===== config.mk =====
export PLATFORM = sky130hd
export DESIGN_NAME = inst_fetch_ctrl_flat
export DESIGN_NICKNAME = d
export VERILOG_FILES = /design/src/rtl/inst_fetch_ctrl_if.sv /design/src/rtl/inst_fetch_ctrl.sv /design/src/flat_wrapper.sv
export SDC_FILE = /design/constraint.sdc
export NUM_CORES = 1
export LEC_CHECK = 0
export ABC_AREA = 1
export BUFFER_PORTS_ARGS = -buffer_cell sky130_fd_sc_hd__buf_2
export CAP_MARGIN = 20
export CORE_UTILIZATION = 45
export DETAILED_ROUTE_END_ITERATION = 7
export PLACE_DENSITY = 0.8
export SLEW_MARGIN = 20
export SYNTH_ARGS = -nofsm -noshare
export SYNTH_HDL_FRONTEND = slang
export SYNTH_SLANG_ARGS = --single-unit
export TNS_END_PERCENT = 5

===== constraint.sdc =====
create_clock -name clk -period 3.3 [get_ports clk]
set_input_delay 0.33 -clock clk [delete_from_list [all_inputs] [get_ports clk]]
set_output_delay 0.33 -clock clk [all_outputs]
set_load 0.01 [all_outputs]

===== src/rtl/inst_fetch_ctrl_if.sv =====
// Fetch-side handshake and external SRAM read bus for the instruction fetch controller.
interface inst_fetch_ctrl_if #(
  parameter int ADDR_W = 20
);
  logic              ce_i;
  logic [31:0]       pc_i;
  logic              flush_i;
  logic [31:0]       inst_o;
  logic              inst_valid_o;
  logic              stallreq_o;
  logic [ADDR_W-1:0] sram_addr_o;
  logic              sram_ce_n_o;
  logic              sram_oe_n_o;
  logic [31:0]       sram_data_i;

  modport slave (
    input  ce_i, pc_i, flush_i, sram_data_i,
    output inst_o, inst_valid_o, stallreq_o, sram_addr_o, sram_ce_n_o, sram_oe_n_o
  );

  modport master (
    output ce_i, pc_i, flush_i, sram_data_i,
    input  inst_o, inst_valid_o, stallreq_o, sram_addr_o, sram_ce_n_o, sram_oe_n_o
  );
endinterface


===== src/rtl/inst_fetch_ctrl.sv =====
// Instruction fetch controller: multi-cycle SRAM word read with programmable wait states,
// stall request to the pipeline until the instruction word is available.
module inst_fetch_ctrl #(
  parameter int WAIT_CYCLES = 2,
  parameter int ADDR_W      = 20
) (
  input logic              clk,
  input logic              rst,
  inst_fetch_ctrl_if.slave bus
);

  typedef enum logic [1:0] {
    ST_IDLE = 2'd0,
    ST_READ = 2'd1,
    ST_DONE = 2'd2
  } state_e;

  localparam logic [3:0] LAST_CNT = 4'(WAIT_CYCLES - 1);

  state_e            state_r;
  state_e            state_nxt_s;
  logic [3:0]        cnt_r;
  logic [3:0]        cnt_nxt_s;
  logic              accept_s;
  logic              capture_s;
  logic              stall_s;
  logic              valid_s;
  logic [ADDR_W-1:0] addr_r;
  logic [31:0]       inst_r;
  logic              sram_en_n_r;
  logic              unused_pc_s;

  // Byte-offset and out-of-range address bits take no part in the word address.
  assign unused_pc_s = ^{bus.pc_i[31:ADDR_W+2], bus.pc_i[1:0]};

  // Next-state, counter and handshake decode.
  always_comb begin
    state_nxt_s = state_r;
    cnt_nxt_s   = cnt_r;
    accept_s    = 1'b0;
    capture_s   = 1'b0;
    stall_s     = 1'b0;
    valid_s     = 1'b0;
    case (state_r)
      ST_IDLE: begin
        // No stall is raised while reset is held, even with a pending request.
        if (bus.ce_i && !bus.flush_i && !rst) begin
          accept_s    = 1'b1;
          stall_s     = 1'b1;
          cnt_nxt_s   = 4'd0;
          state_nxt_s = ST_READ;
        end else begin
          state_nxt_s = ST_IDLE;
        end
      end
      ST_READ: begin
        if (bus.flush_i) begin
          state_nxt_s = ST_IDLE;
        end else if (cnt_r == LAST_CNT) begin
          stall_s     = 1'b1;
          capture_s   = 1'b1;
          state_nxt_s = ST_DONE;
        end else begin
          stall_s     = 1'b1;
          cnt_nxt_s   = cnt_r + 4'd1;
        end
      end
      ST_DONE: begin
        valid_s     = ~bus.flush_i;
        state_nxt_s = ST_IDLE;
      end
      default: begin
        state_nxt_s = ST_IDLE;
      end
    endcase
  end

  // State and wait-state counter registers.
  always_ff @(posedge clk or posedge rst) begin
    if (rst) begin
      state_r <= ST_IDLE;
      cnt_r   <= 4'd0;
    end else begin
      state_r <= state_nxt_s;
      cnt_r   <= cnt_nxt_s;
    end
  end

  // Address latch, instruction capture and SRAM strobes; strobes are low exactly while in READ.
  always_ff @(posedge clk or posedge rst) begin
    if (rst) begin
      addr_r      <= {ADDR_W{1'b0}};
      inst_r      <= 32'd0;
      sram_en_n_r <= 1'b1;
    end else begin
      if (accept_s) begin
        addr_r <= bus.pc_i[ADDR_W+1:2];
      end
      if (capture_s) begin
        inst_r <= bus.sram_data_i;
      end
      sram_en_n_r <= (state_nxt_s != ST_READ);
    end
  end

  assign bus.inst_o       = inst_r;
  assign bus.inst_valid_o = valid_s;
  assign bus.stallreq_o   = stall_s;
  assign bus.sram_addr_o  = addr_r;
  assign bus.sram_ce_n_o  = sram_en_n_r;
  assign bus.sram_oe_n_o  = sram_en_n_r;

endmodule


===== src/flat_wrapper.sv =====
// flat-port wrapper written by rule: the top's interface ports become plain ports
module inst_fetch_ctrl_flat 
#(
  parameter int WAIT_CYCLES = 2,
  parameter int ADDR_W      = 20
)
  (clk, rst, bus_ce_i, bus_pc_i, bus_flush_i, bus_sram_data_i, bus_inst_o, bus_inst_valid_o, bus_stallreq_o, bus_sram_addr_o, bus_sram_ce_n_o, bus_sram_oe_n_o);
  inst_fetch_ctrl_if #(.ADDR_W(ADDR_W)) bus_i ();
  input logic clk;
  input logic rst;
  input wire logic [$bits(bus_i.ce_i)-1:0] bus_ce_i;
  input wire logic [$bits(bus_i.pc_i)-1:0] bus_pc_i;
  input wire logic [$bits(bus_i.flush_i)-1:0] bus_flush_i;
  input wire logic [$bits(bus_i.sram_data_i)-1:0] bus_sram_data_i;
  output wire logic [$bits(bus_i.inst_o)-1:0] bus_inst_o;
  output wire logic [$bits(bus_i.inst_valid_o)-1:0] bus_inst_valid_o;
  output wire logic [$bits(bus_i.stallreq_o)-1:0] bus_stallreq_o;
  output wire logic [$bits(bus_i.sram_addr_o)-1:0] bus_sram_addr_o;
  output wire logic [$bits(bus_i.sram_ce_n_o)-1:0] bus_sram_ce_n_o;
  output wire logic [$bits(bus_i.sram_oe_n_o)-1:0] bus_sram_oe_n_o;
  assign bus_i.ce_i = bus_ce_i;
  assign bus_i.pc_i = bus_pc_i;
  assign bus_i.flush_i = bus_flush_i;
  assign bus_i.sram_data_i = bus_sram_data_i;
  assign bus_inst_o = bus_i.inst_o;
  assign bus_inst_valid_o = bus_i.inst_valid_o;
  assign bus_stallreq_o = bus_i.stallreq_o;
  assign bus_sram_addr_o = bus_i.sram_addr_o;
  assign bus_sram_ce_n_o = bus_i.sram_ce_n_o;
  assign bus_sram_oe_n_o = bus_i.sram_oe_n_o;
  inst_fetch_ctrl #(.WAIT_CYCLES(WAIT_CYCLES), .ADDR_W(ADDR_W)) u_core (.clk(clk), .rst(rst), .bus(bus_i));
endmodule

# Word-level counts from Yosys, hierarchy flattened

Cells that the tools add are included.

$add $sub $neg: 1
$mul: 0
Divide/modulo/power cells: 0
Order comparisons: 0
Eq/ne operators: 7
Shift-type cells: 0
Muxes and demuxes: 16
Bitwise gates (word level): 1
Reduce and logical (&&, ||, !) cells: 7

Operator list:

| kind                                                | number |
|---|---|
| two-way mux 4 bit                                   | 3 |
| two-way mux 1 bit                                   | 8 |
| case mux 4 bit (2 select lines)                     | 1 |
| adder 4 x 1 -> 4 bit, second input constant         | 1 |
| equality test 4 x 1 -> 1 bit, second input constant | 1 |
| two-way mux 2 bit                                   | 2 |
| != test 2 x 1 -> 1 bit, second input constant       | 2 |
| != test 2 bit, second input constant                | 2 |
| case mux 2 bit (2 select lines)                     | 1 |
| AND reduction 4 bit                                 | 1 |
| equality test 2 x 1 -> 1 bit, second input constant | 1 |
| equality test 2 bit, second input constant          | 1 |
| logical AND 1 bit                                   | 2 |
| logical NOT 1 bit                                   | 2 |
| logical NOT 2 bit                                   | 1 |
| case mux 1 bit (2 select lines)                     | 1 |
| nonzero test 2 bit                                  | 1 |
| NOT 1 bit                                           | 1 |

Flip-flop bits (word level): 59
Latch bits: 0
Memory bits (writable): 0
ROM bits: 0
Output and inout bits: 56
Word-level logic and storage cells: 37
Memories: 0

# Longest topological paths before layout

Depth in word-level cells: 6
Mapped depth: 9
Gate-level depth less buffers: 8

# Worst setup path before layout

Ideal clock, no wire load.

Kind: input-to-output
From: in rst
To: out bus_stallreq_o
Arrival: 2,239 ps
Data required time: 2,970 ps
Path slack: 731 ps
Stages: 4
Buffers on the path: 1
Cell sequence: inv_1 > nand4_4 > clkbuf_1 > o21ai_0

Cells in the longest elaborated chain, start to end: 4

Ends and longest elaborated chain:

| what                            | RTL line              | text |
|---|---|---|
| start, declared                 | flat_wrapper.sv:10    | `input logic rst;` |
| logical NOT 1 bit               | inst_fetch_ctrl.sv:47 | `if (bus.ce_i && !bus.flush_i && !rst) begin` |
| logical AND 1 bit               | inst_fetch_ctrl.sv:47 |  |
| two-way mux 1 bit               | inst_fetch_ctrl.sv:47 |  |
| case mux 1 bit (2 select lines) | inst_fetch_ctrl.sv:44 | `case (state_r)` |
| end, declared                   | flat_wrapper.sv:17    | `output wire logic [$bits(bus_i.stallreq_o)-1:0] bus_stallreq_o;` |

No other way between the ends.

# Worst setup path in the final report

From: reg u_core.state_r[0]
To: out bus_stallreq_o

Cells in the longest elaborated chain, start to end: 2
Elaborated cells on any way between the ends: 3
Those cells by class: eq/ne (1); mux (1); reduce/logical (1)

Ends and longest elaborated chain:

| what                                                                     | RTL line              | text |
|---|---|---|
| start, declared                                                          | inst_fetch_ctrl.sv:20 | `state_e state_r;` |
| start signal, assigned                                                   | inst_fetch_ctrl.sv:84 | `state_r <= state_nxt_s;` |
| equality test 2 x 1 -> 1 bit / logical NOT 2 bit (equally long branches) | inst_fetch_ctrl.sv:44 |  |
| case mux 1 bit (2 select lines) (*)                                      | inst_fetch_ctrl.sv:44 |  |

Every way passes the cells marked *; elsewhere a longest branch is shown, timed or not.

==> impl_results.html <==
<table>
<tr><th>Metric</th><th>Value</th></tr>
<tr><th colspan="2">Synth</th></tr>
<tr><td>Mean area per synthesized cell</td><td>8.940 µm²</td></tr>
<tr><td>Cell variety after synth</td><td>22</td></tr>
<tr><td>Flops &amp; latches, synth</td><td>59</td></tr>
<tr><td>Netlist area before placement</td><td>0.002396 mm²</td></tr>
<tr><td>Post-synthesis cell count</td><td>between 200 and 300</td></tr>
<tr><td>Number of warnings printed during yosys synthesis</td><td>0</td></tr>
<tr><td>Synth Net Count</td><td>338</td></tr>
<tr><td>Share of the yosys chip area belonging to registers</td><td>approximately three fifths</td></tr>
<tr><th colspan="2">STA</th></tr>
<tr><td>Fin crit period</td><td>2.015 ns</td></tr>
<tr><td>Worst setup skew after layout</td><td>0.009327 ns</td></tr>
<tr><td>Relative max-transition margin</td><td>51.32%</td></tr>
<tr><td>Final Hold Fails</td><td>0</td></tr>
<tr><td>Unrepaired setup endpoints after global routing</td><td>false</td></tr>
<tr><td>Setup Total Neg Slack</td><td>0 ns</td></tr>
<tr><td>Number of slew-limit violations in the final report</td><td>0</td></tr>
<tr><td>Number of failing setup endpoints in the final timing report</td><td>0</td></tr>
<tr><td>Fin Hold WS</td><td>0.1945 ns</td></tr>
<tr><td>Top achievable clock speed</td><td>0.4962 GHz</td></tr>
<tr><td>Measured slew at the worst slew-check pin</td><td>0.7302 ns</td></tr>
<tr><td>Share of the clock period used by the worst path</td><td>61.07%</td></tr>
<tr><th colspan="2">Critical path</th></tr>
<tr><td>Required time worst endpoint</td><td>slightly below 3 ns</td></tr>
<tr><td>Max FO, Critical Path</td><td>46</td></tr>
<tr><td>Data arrival time of the worst path</td><td>about 1.7 ns</td></tr>
<tr><td>Crit path capture type</td><td>primary output</td></tr>
<tr><td>CP startpoint kind</td><td>flop</td></tr>
<tr><td>Type of the setup path with the least slack</td><td>reg2out</td></tr>
<tr><th colspan="2">Clock tree</th></tr>
<tr><td>Clock Sink Count</td><td>59</td></tr>
<tr><td>Clock input transition at the sequential cells of the worst setup and hold paths</td><td>0.07 ns</td></tr>
<tr><td>Number of levels in the clock H-tree</td><td>3</td></tr>
<tr><td>CTS-repair resized insts</td><td>0</td></tr>
<tr><td>Number of buffers inserted to repair setup after CTS</td><td>0</td></tr>
<tr><td>Number of buffers between clock root and the deepest sink</td><td>2</td></tr>
<tr><td>Source-to-sink clock delay at the later pin of the worst-skew pair</td><td>0.32 ns</td></tr>
<tr><td>Number of CTS-inserted buffers</td><td>9</td></tr>
<tr><td>Clk Tree Root Cell</td><td>clkbuf_8</td></tr>
<tr><td>Post-CTS Hold Buffers</td><td>0</td></tr>
<tr><td>TritonCTS clock tree</td><td>yes</td></tr>
<tr><th colspan="2">Routing</th></tr>
<tr><td>Per-cell via count in the routed design</td><td>4.487</td></tr>
<tr><td>Drt first pass iters</td><td>5</td></tr>
<tr><td>Count of vias placed by the detailed router</td><td>2037</td></tr>
<tr><td>Overall routed net length</td><td>about 5000 µm</td></tr>
<tr><td>Post-detailed-route wirelength per cell</td><td>approximately 11 µm</td></tr>
<tr><td>Drt first-iter violations</td><td>between 100 and 150</td></tr>
<tr><td>Final antenna-violating net count</td><td>0</td></tr>
<tr><td>Count of unresolved DRC violations after routing</td><td>0</td></tr>
<tr><th colspan="2">Global route</th></tr>
<tr><td>GR Layer Usage met3</td><td>4.552%</td></tr>
<tr><td>Global routing met2 resource utilization</td><td>about a third</td></tr>
<tr><td>Vias in the first global route</td><td>1869</td></tr>
<tr><td>Busiest layer in global routing</td><td>met2</td></tr>
<tr><td>Global route overflow</td><td>0</td></tr>
<tr><td>Pin count of the biggest net entering global routing</td><td>60</td></tr>
<tr><td>Wire length of the first global-routing pass</td><td>8162 µm</td></tr>
<tr><td>Antenna violations before repair</td><td>0</td></tr>
<tr><td>Fraction of met1 tracks used by global routing</td><td>23.32%</td></tr>
<tr><td>Aggregate global-route resource usage</td><td>19.82%</td></tr>
<tr><th colspan="2">Placed design</th></tr>
<tr><td>Routability congestion estimate from global placement</td><td>0.7779</td></tr>
<tr><td>Dpl cells</td><td>439</td></tr>
<tr><td>Number of buffers inserted by port buffering</td><td>between 100 and 150</td></tr>
<tr><td>Placed wire-length estimate after detailed placement</td><td>between 3000 and 4000 µm</td></tr>
<tr><td>Post-place instance area</td><td>0.002970 mm²</td></tr>
<tr><th colspan="2">Power</th></tr>
<tr><td>Leakage component of the power</td><td>1.920 nW</td></tr>
<tr><td>Power after layout</td><td>2.406 mW</td></tr>
<tr><td>Largest vdd supply drop</td><td>~0.00038 V</td></tr>
<tr><td>Ratio of total power to cell area</td><td>764.1 mW/mm²</td></tr>
<tr><th colspan="2">Die</th></tr>
<tr><td>Floorplan die area</td><td>0.005621 mm²</td></tr>
<tr><td>Starting Density</td><td>46.91%</td></tr>
<tr><td>IO Count</td><td>124</td></tr>
<tr><td>Chip Height</td><td>74.97 µm</td></tr>
<tr><td>Die width</td><td>74.97 µm</td></tr>
<tr><td>Std-Cell Core Area</td><td>0.005107 mm²</td></tr>
<tr><td>Number of rows created at floorplan</td><td>26</td></tr>
<tr><th colspan="2">Layout</th></tr>
<tr><td>Finished Layout Cells</td><td>454</td></tr>
<tr><td>Final Cell Area</td><td>0.003149 mm²</td></tr>
<tr><td>Filler cell count in the final layout</td><td>461</td></tr>
<tr><td>Ant diodes</td><td>0</td></tr>
<tr><td>Synth-to-layout area growth</td><td>31.44%</td></tr>
<tr><td>Multi-input logic area</td><td>730.7 µm²</td></tr>
<tr><td>Commonest non-fill, non-tap cells in the layout</td><td>128 x nand2_1, 111 x buf_2, 58 x dfrtp_1</td></tr>
<tr><td>Register cell area after layout</td><td>0.001478 mm²</td></tr>
<tr><td>Nets</td><td>450</td></tr>
<tr><td>Share of final-layout standard cells stronger than drive strength 1</td><td>35.42%</td></tr>
<tr><td>Most frequent standard cell in the layout excluding fill and tap cells</td><td>nand2_1</td></tr>
<tr><th colspan="2">Flow run</th></tr>
<tr><td>Number of max-cap violations</td><td>0</td></tr>
<tr><th colspan="2">Run status</th></tr>
<tr><td>Run status</td><td>completed</td></tr>
<tr><th colspan="2">Min path</th></tr>
<tr><td>Class of the tightest hold or removal check</td><td>in2reg</td></tr>
</table>
[sequential cells by signal (all words and copies together), names as in the netlist]
register,cells
u_core.cnt_r,4
u_core.bus.sram_addr_o,20
u_core.bus.inst_o,32
u_core.state_r,2
u_core.bus.sram_ce_n_o,1
[Yosys cell counts (all sizes together)]
master	n	area share (%)
clkbuf	2	0.31
ha	2	1.0
nand2	129	20
nand4	2	1.1
xnor2	1	0.37
nor2	6	1.0
inv	29	4.6
o21ai	21	4.4
nand3	7	2.0
dfrtp	58	61
nor3	1	0.21
buf	9	2.9
dfstp	1	1.1
[routing by layer]
metal  share of wire [%]  routed length, µm
met4                 2.2                109
met1                  43               2180
met2                  52               2600
met5                   0                  0
met3                 3.1                156
[through the flow]
stage,setup slack [ns],utilization [%]
after detailed placement,1.522,58.16
after global routing,1.082,61.66
after global placement,1.597,58.16
after floorplan,0.7314,-
final,1.285,61.66
after CTS,1.258,61.66
[final timing paths]
kind | slack [ns] | end | cells past startpoint | start
min in group asynchronous | 0.27 | u_core.bus.inst_o[26] | 3 | rst
min reg2reg | 0.47 | u_core.bus.inst_o[9] | 2 | u_core.bus.inst_o[9]
max | 1.28 | bus_stallreq_o | 4 | u_core.state_r[0]
min | 0.19 | u_core.bus.inst_o[29] | 3 | bus_sram_data_i[29]
max in group asynchronous | 2.56 | u_core.bus.sram_addr_o[4] | 3 | rst
max reg2reg | 1.57 | u_core.bus.inst_o[20] | 8 | u_core.cnt_r[1]
[power by group]
group / switching, mW / total [mW] / internal (mW)
clock: 0.263 / 0.591 / 0.328
combinational: 0.397 / 0.705 / 0.309
sequential: 0.131 / 1.11 / 0.979
total: 0.791 / 2.41 / 1.62
[area by class of cell]
| class | instances | area share [%] |
|---|---|---|
| Clock buffer | 13 | 5.364 |
| Inverter | 29 | 3.536 |
| Timing Repair Buffer | 112 | 17.88 |
| Tap cell | 70 | 2.781 |
| Sequential cell | 59 | 46.92 |
| Clock inverter | 2 | 0.3178 |
| Multi-Input combinational cell | 169 | 23.20 |
[worst max-delay path, stage by stage (launching register included)]
cell and delay, ns:
dfrtp_1 0.41, nor2_2 0.13, nand4_4 0.45, o21ai_0 0.21, buf_2 0.17
[kinds of logic after synthesis]
group                      Yosys count  share of synthesized area (%)
and+or+nand+nor                    145                          24.70
buffers and inverters               40                          7.833
DFF                                 59                          61.67
adders and majority gates            2                          1.044
AOI/OAI and AO/OA                   21                          4.386
xor gates and xnor gates             1                         0.3656
Power figures use the tool's default switching activity.
